`src/rtl/pc_flow_ctrl_if.sv`:
```
// Request/response bundle between the main control FSM and pc_flow_ctrl.
// master = main control side, slave = pc_flow_ctrl.
`timescale 1ns/1ps
interface pc_flow_ctrl_if;
  logic       fetch_req;
  logic       branch_req;
  logic       branch_ne;
  logic       alu_zero;
  logic       jump_req;
  logic       rte_req;
  logic       exc_opcode;
  logic       exc_ovf;
  logic       exc_div0;
  logic [2:0] pc_src_sel;
  logic       pc_write;
  logic       epc_write;
  logic       alu_pc_minus4;
  logic       exc_mem_rd;
  logic [7:0] exc_addr;
  logic [1:0] exc_cause;
  logic       busy;

  modport master (
    output fetch_req, branch_req, branch_ne, alu_zero, jump_req, rte_req,
           exc_opcode, exc_ovf, exc_div0,
    input  pc_src_sel, pc_write, epc_write, alu_pc_minus4, exc_mem_rd,
           exc_addr, exc_cause, busy
  );

  modport slave (
    input  fetch_req, branch_req, branch_ne, alu_zero, jump_req, rte_req,
           exc_opcode, exc_ovf, exc_div0,
    output pc_src_sel, pc_write, epc_write, alu_pc_minus4, exc_mem_rd,
           exc_addr, exc_cause, busy
  );
endinterface

```
`src/rtl/pc_flow_ctrl.sv`:
```
// Next-PC sequencer: one-cycle PC updates plus the multi-cycle exception entry.
// Optional feature macro: PCCTRL_DIV0_EXC_EN enables the divide-by-zero exception.
`timescale 1ns/1ps
module pc_flow_ctrl #(
  parameter int         MEM_LAT    = 2,
  parameter logic [7:0] VEC_OPCODE = 8'd253,
  parameter logic [7:0] VEC_OVF    = 8'd254,
  parameter logic [7:0] VEC_DIV0   = 8'd255
) (
  input  logic          clk,
  input  logic          reset,
  pc_flow_ctrl_if.slave bus
);

  localparam int CNT_W = $clog2(MEM_LAT + 1);

  typedef enum logic [1:0] {IDLE, EXC_EPC, EXC_WAIT, EXC_LOAD} state_t;

  state_t           state, stateNext;
  logic [CNT_W-1:0] cnt, cntNext;
  logic [2:0]       sel, selNext;
  logic [7:0]       addr, addrNext;
  logic [1:0]       cause, causeNext;
  logic             pcWr, pcWrNext;
  logic             epcWr, epcWrNext;
  logic             minus4, minus4Next;
  logic             memRd, memRdNext;
  logic             busyQ, busyNext;
  logic             div0Hit;
  logic             brTaken;

`ifdef PCCTRL_DIV0_EXC_EN
  assign div0Hit = bus.exc_div0;
`else
  assign div0Hit = 1'b0 & bus.exc_div0;
`endif

  assign brTaken = bus.alu_zero ^ bus.branch_ne;

  // Outputs are computed for the coming cycle and registered with the state.
  always_comb begin
    stateNext  = state;
    cntNext    = cnt;
    selNext    = sel;
    addrNext   = addr;
    causeNext  = cause;
    pcWrNext   = 1'b0;
    epcWrNext  = 1'b0;
    minus4Next = 1'b0;
    memRdNext  = 1'b0;
    busyNext   = 1'b0;
    unique case (state)
      IDLE: begin
        if (bus.exc_opcode || bus.exc_ovf || div0Hit) begin
          stateNext  = EXC_EPC;
          epcWrNext  = 1'b1;
          minus4Next = 1'b1;
          memRdNext  = 1'b1;
          busyNext   = 1'b1;
          if (bus.exc_opcode) begin
            causeNext = 2'b01;
            addrNext  = VEC_OPCODE;
          end else if (bus.exc_ovf) begin
            causeNext = 2'b10;
            addrNext  = VEC_OVF;
          end else begin
            causeNext = 2'b11;
            addrNext  = VEC_DIV0;
          end
        end else if (bus.rte_req) begin
          selNext  = 3'b100;
          pcWrNext = 1'b1;
        end else if (bus.jump_req) begin
          selNext  = 3'b010;
          pcWrNext = 1'b1;
        end else if (bus.branch_req) begin
          if (brTaken) begin
            selNext  = 3'b001;
            pcWrNext = 1'b1;
          end
        end else if (bus.fetch_req) begin
          selNext  = 3'b000;
          pcWrNext = 1'b1;
        end
      end
      EXC_EPC: begin
        stateNext = EXC_WAIT;
        cntNext   = CNT_W'(MEM_LAT);
        memRdNext = 1'b1;
        busyNext  = 1'b1;
      end
      EXC_WAIT: begin
        busyNext = 1'b1;
        if (cnt == CNT_W'(1)) begin
          stateNext = EXC_LOAD;
          selNext   = 3'b011;
          pcWrNext  = 1'b1;
        end else begin
          cntNext   = cnt - CNT_W'(1);
          memRdNext = 1'b1;
        end
      end
      EXC_LOAD: begin
        stateNext = IDLE;
      end
      default: stateNext = IDLE;
    endcase
  end

  always_ff @(posedge clk or negedge reset) begin
    if (!reset) begin
      state  <= IDLE;
      cnt    <= '0;
      sel    <= 3'b000;
      addr   <= 8'd0;
      cause  <= 2'b00;
      pcWr   <= 1'b0;
      epcWr  <= 1'b0;
      minus4 <= 1'b0;
      memRd  <= 1'b0;
      busyQ  <= 1'b0;
    end else begin
      state  <= stateNext;
      cnt    <= cntNext;
      sel    <= selNext;
      addr   <= addrNext;
      cause  <= causeNext;
      pcWr   <= pcWrNext;
      epcWr  <= epcWrNext;
      minus4 <= minus4Next;
      memRd  <= memRdNext;
      busyQ  <= busyNext;
    end
  end

  assign bus.pc_src_sel    = sel;
  assign bus.pc_write      = pcWr;
  assign bus.epc_write     = epcWr;
  assign bus.alu_pc_minus4 = minus4;
  assign bus.exc_mem_rd    = memRd;
  assign bus.exc_addr      = addr;
  assign bus.exc_cause     = cause;
  assign bus.busy          = busyQ;

endmodule

```
`src/flat_wrapper.sv`:
```
// flat-port wrapper written by rule: the top's interface ports become plain ports
module pc_flow_ctrl_flat 
#(
  parameter int         MEM_LAT    = 2,
  parameter logic [7:0] VEC_OPCODE = 8'd253,
  parameter logic [7:0] VEC_OVF    = 8'd254,
  parameter logic [7:0] VEC_DIV0   = 8'd255
)
  (clk, reset, bus_fetch_req, bus_branch_req, bus_branch_ne, bus_alu_zero, bus_jump_req, bus_rte_req, bus_exc_opcode, bus_exc_ovf, bus_exc_div0, bus_pc_src_sel, bus_pc_write, bus_epc_write, bus_alu_pc_minus4, bus_exc_mem_rd, bus_exc_addr, bus_exc_cause, bus_busy);
  pc_flow_ctrl_if bus_i ();
  input  logic clk;
  input  logic reset;
  input wire logic [$bits(bus_i.fetch_req)-1:0] bus_fetch_req;
  input wire logic [$bits(bus_i.branch_req)-1:0] bus_branch_req;
  input wire logic [$bits(bus_i.branch_ne)-1:0] bus_branch_ne;
  input wire logic [$bits(bus_i.alu_zero)-1:0] bus_alu_zero;
  input wire logic [$bits(bus_i.jump_req)-1:0] bus_jump_req;
  input wire logic [$bits(bus_i.rte_req)-1:0] bus_rte_req;
  input wire logic [$bits(bus_i.exc_opcode)-1:0] bus_exc_opcode;
  input wire logic [$bits(bus_i.exc_ovf)-1:0] bus_exc_ovf;
  input wire logic [$bits(bus_i.exc_div0)-1:0] bus_exc_div0;
  output wire logic [$bits(bus_i.pc_src_sel)-1:0] bus_pc_src_sel;
  output wire logic [$bits(bus_i.pc_write)-1:0] bus_pc_write;
  output wire logic [$bits(bus_i.epc_write)-1:0] bus_epc_write;
  output wire logic [$bits(bus_i.alu_pc_minus4)-1:0] bus_alu_pc_minus4;
  output wire logic [$bits(bus_i.exc_mem_rd)-1:0] bus_exc_mem_rd;
  output wire logic [$bits(bus_i.exc_addr)-1:0] bus_exc_addr;
  output wire logic [$bits(bus_i.exc_cause)-1:0] bus_exc_cause;
  output wire logic [$bits(bus_i.busy)-1:0] bus_busy;
  assign bus_i.fetch_req = bus_fetch_req;
  assign bus_i.branch_req = bus_branch_req;
  assign bus_i.branch_ne = bus_branch_ne;
  assign bus_i.alu_zero = bus_alu_zero;
  assign bus_i.jump_req = bus_jump_req;
  assign bus_i.rte_req = bus_rte_req;
  assign bus_i.exc_opcode = bus_exc_opcode;
  assign bus_i.exc_ovf = bus_exc_ovf;
  assign bus_i.exc_div0 = bus_exc_div0;
  assign bus_pc_src_sel = bus_i.pc_src_sel;
  assign bus_pc_write = bus_i.pc_write;
  assign bus_epc_write = bus_i.epc_write;
  assign bus_alu_pc_minus4 = bus_i.alu_pc_minus4;
  assign bus_exc_mem_rd = bus_i.exc_mem_rd;
  assign bus_exc_addr = bus_i.exc_addr;
  assign bus_exc_cause = bus_i.exc_cause;
  assign bus_busy = bus_i.busy;
  pc_flow_ctrl #(.MEM_LAT(MEM_LAT), .VEC_OPCODE(VEC_OPCODE), .VEC_OVF(VEC_OVF), .VEC_DIV0(VEC_DIV0)) u_core (.clk(clk), .reset(reset), .bus(bus_i));
endmodule
```
`config.mk`:
```
export PLATFORM = sky130hd
export DESIGN_NAME = pc_flow_ctrl_flat
export DESIGN_NICKNAME = d
export VERILOG_FILES = /design/src/rtl/pc_flow_ctrl_if.sv /design/src/rtl/pc_flow_ctrl.sv /design/src/flat_wrapper.sv
export SDC_FILE = /design/constraint.sdc
export NUM_CORES = 1
export LEC_CHECK = 0
export CAP_MARGIN = 30
export CORE_MARGIN = 1.5
export CORE_UTILIZATION = 38
export CTS_CLUSTER_DIAMETER = 150
export CTS_CLUSTER_SIZE = 14
export DETAILED_ROUTE_END_ITERATION = 6
export MAX_ROUTING_LAYER = met4
export PLACE_DENSITY = 0.73
export SYNTH_ARGS = -nofsm -noshare
export SYNTH_HDL_FRONTEND = slang
export SYNTH_SLANG_ARGS = --single-unit
```
`constraint.sdc`:
```
create_clock -name clk -period 1.5 [get_ports clk]
set_input_delay 0.3 -clock clk [delete_from_list [all_inputs] [get_ports clk]]
set_output_delay 0.3 -clock clk [all_outputs]
set_load 0.01 [all_outputs]
```
[Word level (Yosys, flattened, before mapping)]
Index checks and enable logic that the tools add are counted.
Word-level totals
  flip-flop bits (word level): 21
  input bits: 11
  output and inout bits: 18
  logic and storage cells: 60
Cells by class
  $add $sub $neg: 1
  eq/ne operators: 10
  muxes and demuxes: 30
  bitwise operators: 1
  reduce and logical (&&, ||, !) cells: 9
Operators by type and width (count)
  $mux 3: 7
  $mux 1: 12
  $mux 2: 4
  $mux 8: 1
  $pmux 2 s4: 1
  $pmux 3 s2: 1
  $reduce_and 2->1: 3
  $ne 5x4->1 const B: 1
  $ne 5x5->1 const B: 1
  $reduce_and 5->1: 1
  $eq 2x1->1 const B: 2
  $eq 2x2->1 const B: 2
  $ne 2x1->1 const B: 2
  $ne 2x2->1 const B: 2
  $pmux 1 s2: 2
  $pmux 2 s2: 1
  $reduce_bool 2->1: 2
  $pmux 1 s3: 1
  $logic_not 2->1: 1
  $reduce_or 2->1: 1
  $sub 2x1->2 const B: 1
  $logic_or 1x1->1: 1
  $xor 1x1->1: 1

[Logic depth before layout (Yosys ltp)]
  depth in word-level cells: 7
  mapped depth: 7
  gate-level depth less buffers: 6

[Worst setup path after synthesis]
Ideal clock, no wire load.
  path type: reg2reg
  start: register u_core.state[0]
  end: register u_core.sel[1] (netlist: u_core.bus.pc_src_sel[1])
  library setup time: 0.125 ns
  arrival time: 1.479 ns
  required time: 1.375 ns
  setup slack: -0.104 ns
  stages on the path, launching flop included: 8
  path buffers: 1
  clock period less this slack: 1.604 ns
  cell sequence: dfrtp_1 inv_1 ha_1 buf_2 o21a_4 nor3_4 o21ai_2 mux2_4
Between the ends
  cells in the longest elaborated chain, start to end: 3
  elaborated cells between the ends (all ways): 9
  those cells by class: eq/ne: 5; mux: 1; reduce/logical: 3
Ends and longest elaborated chain
  start, declared: RTL line pc_flow_ctrl.sv:19  | state_t state, stateNext;
  start signal, assigned: RTL line pc_flow_ctrl.sv:123  | state <= stateNext;
  $logic_not 2->1 or $eq 2x2->1 (tied branches): RTL line pc_flow_ctrl.sv:52  | unique case (state)
  $ne 5x4->1 (no source line), or another cell as far along
  $reduce_and 5->1 (no source line)
  end signal, assigned: RTL line pc_flow_ctrl.sv:125  | sel <= selNext;
  end, declared: RTL line pc_flow_ctrl.sv:21  | logic [2:0] sel, selNext;
Parallel ways exist; a longest one is shown, timed or not.
A chain may end at the register's enable or synchronous reset.

[Worst setup path after layout]
  start: register u_core.state[1]
  end: register u_core.sel[1] (netlist: u_core.bus.pc_src_sel[1])
Same word-level chain as after synthesis.

==> results.md <==
STA
• final critical-path required period: 1.55 ns
• final worst clock skew: 0.00335 ns
• Peak Freq: 645 MHz
• Rel. slew slack: 0.833
• # setup viols final: 2
• number of endpoints with negative hold slack in the final report: 0
• transition at the pin with the smallest max-transition slack: 0.249 ns
• Fin Setup TNS: -0.0510 ns
• share of the cycle needed by the critical path after routing: 1.03
• Worst Setup Slack, final: -0.0503 ns
• max-slew violations: 0
• RSZ-0062 raised after global routing: true

Worst setup path
• flop-to-flop setup slack: -0.05 ns
• CP max FO: 4
• R2R Path Start: u_core.state[1]$_DFFE_PN0P_
• worst path arrival time: 1.71 ns
• gate family responsible for the most delay along the worst path: flip-flops
• Register-to-Register Path Depth: 5
• element type at the critical path end: register
• Worst Setup Start Kind: register
• number of buffer and inverter stages on the critical path: 0
• delay contributed by the slowest stage of the critical path: 0.44 ns
• critical path, cell by cell: ha_4, and2b_4, nor3_4, o21ai_2, mux2_4
• CP required: 1.66 ns
• class of the most critical setup path: reg2reg
• Critical Path Stages: 5
• cell with the largest stage delay on the worst path: sky130_fd_sc_hd__dfrtp_1
• worst setup path startpoint: u_core.state[1]$_DFFE_PN0P_

Logic synthesis
• Syn. warnings: 0
• net count after synthesis: 92
• share of flip-flops with an asynchronous set or reset after synthesis: 1.00
• share of synthesized area occupied by flip-flops and latches: 0.452
• total of flip-flops plus latches after synthesis: 14
• Post-Synthesis Cell Area: 776 µm²
• predominant post-synthesis flop cell: sky130_fd_sc_hd__dfrtp_1
• Yosys cell types: 26
• number of flops mapped to enable cells by yosys: 0
• instance count of the mapped netlist: 75
• mean cell area of the mapped netlist: 10.3 µm²

CTS
• TritonCTS clock tree: built
• number of levels the H-tree was split into: 1
• clock sink count: 14
• CTS clock-pin slew for the worst setup and hold paths: 0.09 ns
• root buffer cell: sky130_fd_sc_hd__clkbuf_4
• clock latency on the worst-skew pair: 0.27 ns
• Num CTS Buffers: 3
• largest buffer count on any clock path: 2

Detailed routing
• routed len/inst: 12.0 µm
• Initial DRT Pass Iterations: 4
• Avg Vias per Cell: 4.52
• vias post-DR: 647
• violation count after the first detailed-routing iteration: 10
• count of antenna-violating nets left after detailed routing: 0
• Residual DRC: 0
• aggregate routed wire length: 1.71 mm

Final layout
• Fillers: 156
• number of standard cells in the final layout excluding fillers: 143
• Layout Area Growth over Synthesis: 61.0%
• number of nets in the finished design: 135
• antenna fix cells: 0
• Finished Cell Area: 1250 µm²
• ratio of cells with drive above 1 in the final layout: 0.328

Global routing
• initial antenna violation count: 0
• total routing resource utilization after global routing: 0.159
• pin count of the biggest net entering global routing: 15
• remaining global-route overflow: 0
• global-route wire length before repair: 2.46 mm
• vias in the first global route: 596

Power
• Leak: 0.636 nW
• Worst VDD drop: 1080 µV
• P per Cell Area: 1860 nW/µm²

Floorplanning
• number of primary I/O pins: 29
• site row count: 16
• DIE AREA: 2320 µm²
• Core ar.: 1940 µm²
• starting utilization of the core area: 0.399
• Die H: 48.2 µm
• Die Span X: 48.2 µm

Placement
• routability cong.: 0.715
• half-perimeter wire length of the detailed placement result: 1.30 mm
• Placed Cells incl. Taps: 135
• Place WS: -0.222 ns
• count of buffers inserted at the top-level ports: 27
• cell area reported after detailed placement: 1130 µm²

Status
• violated checks: negative setup slack
• result of the run: finished with violations

Min path
• Hold/Removal Path Class: in2async

Run
• maxcap violations: 0

-- kinds of logic after synthesis --
logic type / synth area share
AND/OR/NAND/NOR: 0.156
multiplexers: 0.0323
AO/OA/AOI/OAI: 0.134
XOR/XNOR: 0.0113
adder cells (fa/ha/maj): 0.0968
flip-flops: 0.452
buffers and inverters: 0.118
-- metal layers --
layer / vias to the layer above / share of wire / wire length [µm] / track usage
met3: 2 / 0.045 / 77 / 0.0333
li1: 329 / - / - / -
met5: - / 0 / 0 / -
met1: 301 / 0.40 / 687 / 0.180
met4: 0 / 0.0053 / 9 / 0.0324
met2: 15 / 0.55 / 935 / 0.287
-- final cells by class --
class | instances | area (µm²) | share of cell area
clock buffer | 3 | 22.5 | 0.0180
tap | 27 | 33.8 | 0.0271
sequential | 14 | 350 | 0.281
inverter | 7 | 26.3 | 0.0210
multi-input combinational | 45 | 383 | 0.307
timing repair buffer | 47 | 433 | 0.347
-- worst register-to-register path, stage by stage, from the launching register on --
cell	delay, ns
sky130_fd_sc_hd__dfrtp_1	0.44
sky130_fd_sc_hd__ha_4	0.19
sky130_fd_sc_hd__and2b_4	0.18
sky130_fd_sc_hd__nor3_4	0.21
sky130_fd_sc_hd__o21ai_2	0.11
sky130_fd_sc_hd__mux2_4	0.31
-- sequential cells by signal (all words and copies together) (netlist names) --
register and flops:
u_core.bus.busy 1, u_core.bus.pc_write 1, u_core.bus.epc_write 1, u_core.cnt 2, u_core.bus.pc_src_sel 3, u_core.bus.exc_addr 3
u_core.bus.exc_mem_rd 1, u_core.state 2
-- metrics by stage --
stage               hold WS (ns)  utilization  power (mW)
finish                     0.330        0.643        2.32
global route               0.370        0.643        2.51
CTS                        0.335        0.626        2.32
detailed placement         0.475        0.583        1.98
global placement           0.474        0.583        1.92
floorplan                0.00441            -        1.45
-- worst paths after layout --
check | endpoint
hold / removal | u_core.bus.exc_addr[0]$_DFFE_PN0P_
setup / recovery | u_core.bus.pc_src_sel[1]$_DFFE_PN0P_
max in group asynchronous | u_core.bus.pc_write$_DFF_PN0_
min in group clk | u_core.bus.pc_src_sel[2]$_DFFE_PN0P_
hold reg to reg | u_core.bus.pc_src_sel[2]$_DFFE_PN0P_
setup reg to reg | u_core.bus.pc_src_sel[1]$_DFFE_PN0P_
-- cell usage after synthesis, types with 2 or more instances --
| cell type | n | area (µm²) |
|---|---|---|
| sky130_fd_sc_hd__ha_1 | 6 | 75.1 |
| sky130_fd_sc_hd__o21ai_0 | 2 | 10.0 |
| sky130_fd_sc_hd__dfrtp_1 | 14 | 350 |
| sky130_fd_sc_hd__nor2_1 | 8 | 30.0 |
| sky130_fd_sc_hd__nand2_1 | 5 | 18.8 |
| sky130_fd_sc_hd__inv_1 | 7 | 26.3 |
| sky130_fd_sc_hd__nor3b_1 | 2 | 15.0 |
| sky130_fd_sc_hd__buf_4 | 8 | 60.1 |
| sky130_fd_sc_hd__a21oi_1 | 6 | 30.0 |
-- timing repair --
item | 4_1_cts | 5_1_grt
hold buffers | 0 | 0
pin swaps | 2 | 3
buffers inserted | 6 | 0
hold endpoints to repair | 0 | 0
resized for setup | 10 | 12
setup endpoints to repair | 8 | 12
-- report_power, final --
group          total, mW  switching (mW)  internal, mW
Clock              0.209           0.116        0.0927
Combinational       1.48           0.641         0.837
Sequential         0.637          0.0955         0.541
Total               2.32           0.853          1.47
-- layout by cell type (no fill, tap or decap), drive strengths merged --
cell type,count
and4bb,1
nand2,5
and2b,1
clkdlybuf4s50,13
buf,20
a21o,1
dlymetal6s2s,8
o21ai,3
dfrtp,14
or2,1
clkbuf,3
and3,1
xnor2,1
o32a,1
nor2,8
a22o,1
o22ai,1
o31ai,1
ha,6
o21a,1
nor3,2
nor3b,2
a21oi,6
mux2i,1
inv,7
dlygate4sd2,6
mux2,1
Note: power is estimated with default switching activity, not from simulation.
